[config.mk]
export PLATFORM = sky130hd
export DESIGN_NAME = ternary_neuron_acc
export DESIGN_NICKNAME = d
export VERILOG_FILES = /design/src/rtl/tnn_pkg.sv /design/src/rtl/tnn_sat_addsub.sv /design/src/rtl/ternary_neuron_acc.sv
export SDC_FILE = /design/constraint.sdc
export NUM_CORES = 1
export LEC_CHECK = 0
export CORE_AREA = 5 5 75 90
export CTS_BUF_LIST = sky130_fd_sc_hd__clkbuf_8 sky130_fd_sc_hd__clkbuf_16
export CTS_CLUSTER_DIAMETER = 50
export CTS_CLUSTER_SIZE = 8
export DETAILED_ROUTE_END_ITERATION = 6
export DIE_AREA = 0 0 80 95
export PLACE_DENSITY = 0.66
export SLEW_MARGIN = 10
export SYNTH_ARGS = -nofsm -noshare
export SYNTH_HDL_FRONTEND = slang
export SYNTH_SLANG_ARGS = --single-unit
[constraint.sdc]
create_clock -name clk -period 6.7 [get_ports clk]
set_clock_uncertainty 0.2 [all_clocks]
set_input_delay 0.67 -clock clk [delete_from_list [all_inputs] [get_ports clk]]
set_output_delay 0.67 -clock clk [all_outputs]
set_load 0.01 [all_outputs]
[src/rtl/tnn_pkg.sv]
// Shared definitions for the ternary neuron accumulator: activation codes and FSM states.
package tnn_pkg;

    localparam int unsigned PC_W  = 5;
    localparam int unsigned ACT_W = 2;

    localparam logic [ACT_W-1:0] ACT_POS  = 2'b01;
    localparam logic [ACT_W-1:0] ACT_NEG  = 2'b11;
    localparam logic [ACT_W-1:0] ACT_ZERO = 2'b00;

    typedef enum logic [1:0] {
        ST_IDLE = 2'd0,
        ST_ACC  = 2'd1,
        ST_DONE = 2'd2
    } tnn_state_e;

endpackage : tnn_pkg

[src/rtl/tnn_sat_addsub.sv]
// Saturating signed base + zext(add_val) - zext(sub_val); clip flags a clamped result.
module tnn_sat_addsub
    import tnn_pkg::*;
#(
    parameter int unsigned ACC_W = 10
) (
    input  logic signed [ACC_W-1:0] base,
    input  logic        [PC_W-1:0]  add_val,
    input  logic        [PC_W-1:0]  sub_val,
    output logic signed [ACC_W-1:0] res,
    output logic                    clip
);

    // Two guard bits are enough: |add - sub| <= 31 and ACC_W >= 6.
    localparam int unsigned WIDE_W = ACC_W + 2;

    logic signed [WIDE_W-1:0] wide;
    logic signed [WIDE_W-1:0] max_v;
    logic signed [WIDE_W-1:0] min_v;

    always_comb begin
        max_v = WIDE_W'({1'b0, {(ACC_W-1){1'b1}}});
        min_v = ~max_v;
        wide  = WIDE_W'(base) + WIDE_W'(add_val) - WIDE_W'(sub_val);
        clip  = 1'b0;
        res   = ACC_W'(wide);
        if (wide > max_v) begin
            res  = ACC_W'(max_v);
            clip = 1'b1;
        end else if (wide < min_v) begin
            res  = ACC_W'(min_v);
            clip = 1'b1;
        end
    end

endmodule : tnn_sat_addsub

[src/rtl/ternary_neuron_acc.sv]
// Ternary neuron: accumulates popcount beats into a saturating sum, then thresholds to -1/0/+1.
module ternary_neuron_acc
    import tnn_pkg::*;
#(
    parameter int unsigned ACC_W     = 10,
    parameter int unsigned MAX_BEATS = 16,
    parameter int          THR_HI    = 3,
    parameter int          THR_LO    = -3
) (
    input  logic             clk,
    input  logic             rst_n,
    input  logic [PC_W-1:0]  pc_pos,
    input  logic [PC_W-1:0]  pc_neg,
    input  logic             in_valid,
    input  logic             in_last,
    output logic             in_ready,
    output logic             out_valid,
    input  logic             out_ready,
    output logic [ACT_W-1:0] act,
    output logic [ACC_W-1:0] sum,
    output logic             ovf
);

    localparam int unsigned CNT_W = $clog2(MAX_BEATS + 1);

    tnn_state_e              state_q, state_d;
    logic signed [ACC_W-1:0] acc_q, acc_d;
    logic [CNT_W-1:0]        cnt_q, cnt_d;
    logic                    sat_q, sat_d;
    logic [ACC_W-1:0]        sum_q, sum_d;
    logic [ACT_W-1:0]        act_q, act_d;
    logic                    ovf_q, ovf_d;
    logic                    out_valid_q, out_valid_d;
    logic                    in_ready_q, in_ready_d;

    logic signed [ACC_W-1:0] base;
    logic signed [ACC_W-1:0] add_res;
    logic                    add_clip;
    logic                    accept;
    logic                    forced;
    logic                    last_eff;
    logic [ACT_W-1:0]        act_res;

    // A fresh evaluation starts from zero rather than the stale accumulator.
    assign base = (state_q == ST_ACC) ? acc_q : '0;

    tnn_sat_addsub #(.ACC_W(ACC_W)) u_addsub (
        .base    (base),
        .add_val (pc_pos),
        .sub_val (pc_neg),
        .res     (add_res),
        .clip    (add_clip)
    );

    always_comb begin
        accept   = in_valid && in_ready_q;
        forced   = accept && !in_last && (cnt_q == CNT_W'(MAX_BEATS - 1));
        last_eff = in_last || forced;

        if ($signed(add_res) >= THR_HI) begin
            act_res = ACT_POS;
        end else if ($signed(add_res) <= THR_LO) begin
            act_res = ACT_NEG;
        end else begin
            act_res = ACT_ZERO;
        end
    end

    // Next-state and datapath updates.
    always_comb begin
        state_d     = state_q;
        acc_d       = acc_q;
        cnt_d       = cnt_q;
        sat_d       = sat_q;
        sum_d       = sum_q;
        act_d       = act_q;
        ovf_d       = ovf_q;
        out_valid_d = out_valid_q;
        in_ready_d  = in_ready_q;

        unique case (state_q)
            ST_IDLE, ST_ACC: begin
                if (accept) begin
                    acc_d = add_res;
                    cnt_d = cnt_q + CNT_W'(1);
                    sat_d = sat_q || add_clip;
                    if (last_eff) begin
                        state_d     = ST_DONE;
                        sum_d       = ACC_W'(add_res);
                        act_d       = act_res;
                        ovf_d       = sat_q || add_clip || forced;
                        out_valid_d = 1'b1;
                        in_ready_d  = 1'b0;
                    end else begin
                        state_d = ST_ACC;
                    end
                end
            end
            ST_DONE: begin
                if (out_valid_q && out_ready) begin
                    state_d     = ST_IDLE;
                    acc_d       = '0;
                    cnt_d       = '0;
                    sat_d       = 1'b0;
                    out_valid_d = 1'b0;
                    in_ready_d  = 1'b1;
                end
            end
            default: begin
                state_d    = ST_IDLE;
                in_ready_d = 1'b1;
            end
        endcase
    end

    always_ff @(posedge clk or negedge rst_n) begin
        if (!rst_n) begin
            state_q     <= ST_IDLE;
            acc_q       <= '0;
            cnt_q       <= '0;
            sat_q       <= 1'b0;
            sum_q       <= '0;
            act_q       <= ACT_ZERO;
            ovf_q       <= 1'b0;
            out_valid_q <= 1'b0;
            in_ready_q  <= 1'b1;
        end else begin
            state_q     <= state_d;
            acc_q       <= acc_d;
            cnt_q       <= cnt_d;
            sat_q       <= sat_d;
            sum_q       <= sum_d;
            act_q       <= act_d;
            ovf_q       <= ovf_d;
            out_valid_q <= out_valid_d;
            in_ready_q  <= in_ready_d;
        end
    end

    assign in_ready  = in_ready_q;
    assign out_valid = out_valid_q;
    assign act       = act_q;
    assign sum       = sum_q;
    assign ovf       = ovf_q;

endmodule : ternary_neuron_acc

Word-level counts from Yosys, hierarchy flattened --
Cells that the tools add are included. Widths: inputs -> output; s select.
Cells by class: $lt $le $gt $ge 4, multiplexer cells 27, equality and inequality tests 6, $add $sub $neg 3, reduce and logical (&&, ||, !) cells 16
Operator list (count):
- $mux 10 | 5
- $pmux 10 s2 | 1
- $gt 12x10->1 const B | 1
- $lt 12x10->1 const B | 1
- $sub 12x5->12 | 1
- $add 10x6->11 | 1
- $ge 10x3->1 const B | 1
- $le 10x3->1 const B | 1
- $mux 2 | 5
- $mux 5 | 2
- $pmux 5 s2 | 1
- $mux 1 | 9
- $reduce_and 3->1 | 3
- $ne 2x2->1 const B | 3
- $pmux 1 s2 | 3
- $add 5x1->5 const B | 1
- $eq 5x4->1 const B | 1
- $logic_and 1x1->1 | 4
- $pmux 2 s2 | 1
- $reduce_and 4->1 | 1
- $logic_or 1x1->1 | 3
- $eq 2x1->1 const B | 1
- $eq 2x2->1 const B | 1
- $logic_not 2->1 | 1
- other kinds (4) | 4
Word-level totals: register bits after elaboration 33, output and inout port bits 15

Depth between registers and ports, before layout --
depth after elaboration 10, depth in mapped cells 18, mapped depth without buffers 16

Modules after synthesis --
A second synthesis with hierarchy kept.
Unflattened totals: cell total of the unflattened synthesis 261, area total of the unflattened synthesis 2301.0 µm²
Modules (own cells, without submodules):
- ternary_neuron_acc | times used 1, seq. area each 827.0 µm², cells an instance 142, area an instance 1467.7 µm²
- tnn_sat_addsub | times used 1, seq. area each 0.0 µm², cells an instance 119, area an instance 833.3 µm²

Worst setup path after synthesis --
OpenSTA, ideal clock, no wires.
path kind flip-flop to flip-flop, start point reg state_q[0], end point reg act_q[1] (netlist: act[1]), buffers on the path 1, data arrival time 3587 ps, required time 6376 ps, library setup time 124 ps, stages on the path, launching flop included 18, path slack 2789 ps, period minus slack after synthesis 3911 ps, cells stage by stage dfrtp_1 -> nor2b_4 -> buf_6 -> and2_1 -> ha_1 -> fa_1 -> a21o_1 -> a21oi_1 -> xnor2_1 -> ha_1 -> o21a_1 -> o31a_1 -> a2111o_1 -> a21oi_2 -> a31oi_2 -> nor3_4 -> a31oi_1 -> o31a_1
On the way: cells in the longest elaborated chain, start to end 10, elaborated cells on any way between the ends 15, those cells by class add/sub: 2; order compare: 4; eq/ne: 1; mux: 5; reduce/logical: 3
Ends and longest elaborated chain:
- start: declaration | line ternary_neuron_acc.sv:26 | tnn_state_e state_q, state_d;
- start signal: assignment | line ternary_neuron_acc.sv:128 | state_q <= state_d;
- $eq 2x1->1 | line ternary_neuron_acc.sv:45, ternary_neuron_acc.sv:81
- $mux 10 | line ternary_neuron_acc.sv:45 | assign base = (state_q == ST_ACC) ? acc_q : '0;
- $add 10x6->11 | line tnn_sat_addsub.sv:24 | wide = WIDE_W'(base) + WIDE_W'(add_val) - WIDE_W'(sub_val);
- $sub 12x5->12 | line tnn_sat_addsub.sv:24
- $lt 12x10->1 | line tnn_sat_addsub.sv:30 | end else if (wide < min_v) begin
- $mux 10 | line tnn_sat_addsub.sv:30
- $mux 10 | line tnn_sat_addsub.sv:27 | if (wide > max_v) begin
- $le 10x3->1 | line ternary_neuron_acc.sv:62 | end else if ($signed(add_res) <= THR_LO) begin
- $mux 2 | line ternary_neuron_acc.sv:62
- $mux 2 | line ternary_neuron_acc.sv:60 | if ($signed(add_res) >= THR_HI) begin
- end signal: assignment | line ternary_neuron_acc.sv:133 | act_q <= act_d;
- end: declaration | line ternary_neuron_acc.sv:31 | logic [ACT_W-1:0] act_q, act_d;
Several ways; a longest one is shown, not always the timed one. A chain may end at the register's enable or synchronous reset.

Worst setup path in the final report --
start point in pc_pos[0], end point reg act_q[1] (netlist: act[1])
On the way: cells in the longest elaborated chain, start to end 8, elaborated cells on any way between the ends 10, those cells by class add/sub: 2; order compare: 4; mux: 4
Ends and longest elaborated chain:
- start: declaration | line ternary_neuron_acc.sv:12 | input logic [PC_W-1:0] pc_pos,
- $add 10x6->11 (*) | line tnn_sat_addsub.sv:24
- $sub 12x5->12 (*) | line tnn_sat_addsub.sv:24
- $lt 12x10->1 | line tnn_sat_addsub.sv:30
- $mux 10 | line tnn_sat_addsub.sv:30
- $mux 10 (*) | line tnn_sat_addsub.sv:27
- $le 10x3->1 | line ternary_neuron_acc.sv:62
- $mux 2 | line ternary_neuron_acc.sv:62
- $mux 2 (*) | line ternary_neuron_acc.sv:60
Mark *: on every way between the ends. The rest lies on a longest branch, timed or not.

==> results list <==
- The flow ran to the end, and the final reports show no timing, DRC or antenna violations.
- For this run, the post-layout net count is 302.
- Traced cell by cell, the critical path runs through clkdlybuf4s50_1, ha_1, fa_1, a21o_1, a21oi_1, xnor2_1, ha_1, o21a_1, o31a_1, a2111o_1, a21oi_2, nor2_1, nor3_1, a31oi_1, o31a_1.
- Entering global routing, the biggest net connects 34 pins.
* Number of endpoints failing setup at the final stage: 0
- Later-pin clock latency in the skew report: 280 ps
- Critical path launch point: pc_pos[0]
- Of the post-synthesis cell area, the dominant cell type holds 36.0%.
* Worst R2R End: act[1]
- Critical setup path kind: input pin to register
* Via total after detailed routing: 1,865
- After synthesis, the share of cell area in mux cells is 2.81%.
- Clk slew on worst S/H paths: 70 ps
- Mapped Cells: 242
- Once the floorplan was initialized, standard cells occupied 37.7% of the core.
- Headroom to the max-slew limit came out at 48.6%.
* Power density normalized to cell area: 157 nW/um^2
* Mean cell area of the mapped netlist: 9.19 sq um
* Die width: 80 um
* Number of resized instances in the post-cts repair step: 0
- Wires add up to 5020 um.
- At the pin with the least slew margin, the transition time is 768 ps.
* Post-Syn Area: 2220 sq um
- Library cell with the largest summed area after synthesis: sky130_fd_sc_hd__dfrtp_1
* CTS hold repair buffers: 0
- The number of global-route vias before repair was 1,863.
- Post-synthesis cell type count: 55
- Design Power: 0.000420 W
* DIE HEIGHT: 95 um
- Remaining DRCs: 0
- Final GP Congestion: 0.919
- Final hold violations: 0
* Initial DRT Pass Iterations: 4
- Wire length per cell: 14.1 um
- The floorplan step defined a core boundary enclosing 5900 sq um.
- Drt first-iter violations: 57
- Number of maximum-capacitance violations: 0
- By area, the combinational part of the netlist is dominated by simple AND/OR/NAND/NOR gates.
- Post CTS Setup Buffer Count: 0
* Worst Path Required: 6680 ps
- Once placement completed, the tool counted placed cells totaling 348.
- For this run, asynchronously set or reset flops after synthesis account for 100%.
* Antenna Nets Post-Route: 0
- Worst path buffer plus inverter count: 1
- Number of standard cells in the final layout excluding fillers: 356
- The first global-routing pass estimated 8670 um of wire.
- Worst Hold Launch: in_ready
- In the final layout, the share of cells above drive strength 1 is 10.2%.
* Largest fanout on the critical path: 5
- CTS built an H-tree with a depth of 2.
- The wire-length estimate of the detail-placed layout is 3940 um.
* Count of flip-flops with a built-in enable after synthesis: 0
- Depth of the critical timing path with buffers and inverters included: 15
* Final max-slew violation count: 0
* Critical Path Sink: act[1]
- The number of clock buffers added by TritonCTS is 5.
- Crit path launch type: input pin
- Area grow syn2layout: 20.2%
- The die covers 7600 sq um.
* Flip-flop and latch count after synthesis: 33
* Row Count: 31
* I/O pin count: 30
* Dominant cells by area after synthesis: sky130_fd_sc_hd__dfrtp_1, sky130_fd_sc_hd__ha_1, sky130_fd_sc_hd__nand2_1
- Adding up every negative setup slack in the final design gives 0 ps.
- Delay of the slowest critical-path stage: 410 ps
* Simple-Gate Fraction of Synth Area: 21.7%
- In this run the critical register-to-register path is launched from state_q[0].
- Antenna cell count: 0
- TritonCTS built the clock tree.
- Of the total synthesized cell area, the portion taken by XOR and XNOR cells is 4.33%.
- Setup repair after global routing missed its margin: false
- Port buffering added 29 buffers.
- The number of cells on the worst reg-to-reg path is 16.
- Synthesis produced a netlist with a net count of 271.
- Clock tree synthesis found a total of 33 sinks.
* Post-synthesis adder-cell area fraction: 8.55%
* Number of antenna violations at the first check in global routing: 0
- Part of the Yosys area used for sequential elements: 37.2%
* Slowest CP cell: sky130_fd_sc_hd__fa_1
- Most used cells in the layout excluding fill and tap cells: sky130_fd_sc_hd__dfrtp_1, sky130_fd_sc_hd__nand2_1, sky130_fd_sc_hd__clkdlybuf4s50_1, sky130_fd_sc_hd__o21ai_0, sky130_fd_sc_hd__inv_1
- Static timing analysis puts the maximum clock frequency at 0.237 GHz.
* Critical path endpoint category: register
* Setup slack after layout: 2480 ps
* Area fraction in compound gates after synthesis: 21.0%
- Main synth FF type: sky130_fd_sc_hd__dfrtp_1
- STA puts the critical path data arrival time at 4190 ps.
- Total global routing track utilization: 14.6%
- Synth warn: 0
- Leaving out fill and tap cells, the most frequent cell in the layout is sky130_fd_sc_hd__dfrtp_1.
- Leakage power: 1.23 nW
* Global route total overflow: 0
- Maximum count of clock buffers along a single path: 2
- Across the VDD grid, the largest voltage drop is 131 uV.
- Path type of the worst min-delay path: register to register
- The root buffer cell chosen for the clock tree is sky130_fd_sc_hd__clkbuf_8.
- Dividing the detail-routed via count by the number of cells gives 5.24.
- The worst register-to-register path has a setup slack of 2520 ps.
- Setup slack after placement: 2190 ps
- Top delay family on crit path: compound AO/OA/AOI/OAI gates
- In the finished design, the share of the clock period the worst path needs comes to 63.0%.
* Final period demand of the worst path: 4220 ps
## how the worst min path moves through the flow
stage | to | slack [ps] | cells after the start
after floorplan | acc_q[0] | 170 | 0
after global placement | cnt_q[4] | 260 | 2
after detailed placement | in_ready | 260 | 2
after CTS | in_ready | 280 | 2
after global routing | acc_q[0] | 310 | 2
final | in_ready | 280 | 2
## layout make-up
class,instances,area [sq um]
clock buffer,6,82.6
clock inverter,2,7.51
fill,615,3220
inverter,13,48.8
multi-input combinational,189,1300
sequential,33,827
tap,82,103
timing repair buffer,31,305
## report_power, final
part / leakage, nW / total [W] / switching [W] / internal [W]
Combinational: 0.726 / 0.0000721 / 0.0000425 / 0.0000296
Clock: 0.0538 / 0.000149 / 0.0000681 / 0.0000806
Sequential: 0.453 / 0.000199 / 0 / 0.000199
## logic make-up after synthesis
logic type,Yosys count
xor gates and xnor gates,11
muxes,5
DFF,33
adders and majority gates,14
AOI/OAI and AO/OA,72
and+or+nand+nor,87
buffers and inverters,20
## registers in the layout, summed over array words and instances, names as in the netlist
register   flops
acc_q         10
sum           10
cnt_q          5
act            2
state_q        2
in_ready       1
out_valid      1
ovf            1
sat_q          1
## Yosys cell counts (4+ instances only)
cell	number
sky130_fd_sc_hd__o21ai_1	7
sky130_fd_sc_hd__ha_1	12
sky130_fd_sc_hd__xnor2_1	4
sky130_fd_sc_hd__a21o_1	4
sky130_fd_sc_hd__a31oi_1	6
sky130_fd_sc_hd__nand2_1	30
sky130_fd_sc_hd__and3_1	4
sky130_fd_sc_hd__and2_1	7
sky130_fd_sc_hd__inv_1	13
sky130_fd_sc_hd__clkbuf_1	4
sky130_fd_sc_hd__nand3_1	6
sky130_fd_sc_hd__nor2_1	13
sky130_fd_sc_hd__xor2_1	7
sky130_fd_sc_hd__dfrtp_1	32
sky130_fd_sc_hd__o21ai_0	20
sky130_fd_sc_hd__a21oi_1	11
## per-stage QoR
stage / hold WS (ps) / instance area (sq um) / utilization [%]
after global placement: 262 / 2580 / 43.8
after CTS: 279 / 2670 / 45.4
after detailed placement: 263 / 2580 / 43.8
after floorplan: 174 / 2220 / -
final: 276 / 2670 / 45.4
after global routing: 310 / 2670 / 45.4
## routing by layer
| metal | share of wire [%] | GRT usage, % | up-vias |
|---|---|---|---|
| met5 | 0 | 0 | - |
| met4 | 2.9 | 8.17 | 0 |
| met3 | 4.1 | 3.34 | 12 |
| met2 | 49 | 23.9 | 42 |
| met1 | 44 | 17.6 | 881 |
| li1 | - | - | 930 |
## worst register-to-register path, cell delays in order, from the launching register on
cell and delay, ps:
sky130_fd_sc_hd__dfrtp_1 410, sky130_fd_sc_hd__nor2b_4 190, sky130_fd_sc_hd__and2_1 180, sky130_fd_sc_hd__ha_1 200
sky130_fd_sc_hd__fa_1 410, sky130_fd_sc_hd__a21o_1 210, sky130_fd_sc_hd__a21oi_1 180, sky130_fd_sc_hd__xnor2_1 140
sky130_fd_sc_hd__ha_1 270, sky130_fd_sc_hd__o21a_1 110, sky130_fd_sc_hd__o31a_1 120, sky130_fd_sc_hd__a2111o_1 370
sky130_fd_sc_hd__a21oi_2 250, sky130_fd_sc_hd__nor2_1 110, sky130_fd_sc_hd__nor3_1 350, sky130_fd_sc_hd__a31oi_1 130
sky130_fd_sc_hd__o31a_1 250
(Power assumes the default switching activity.)
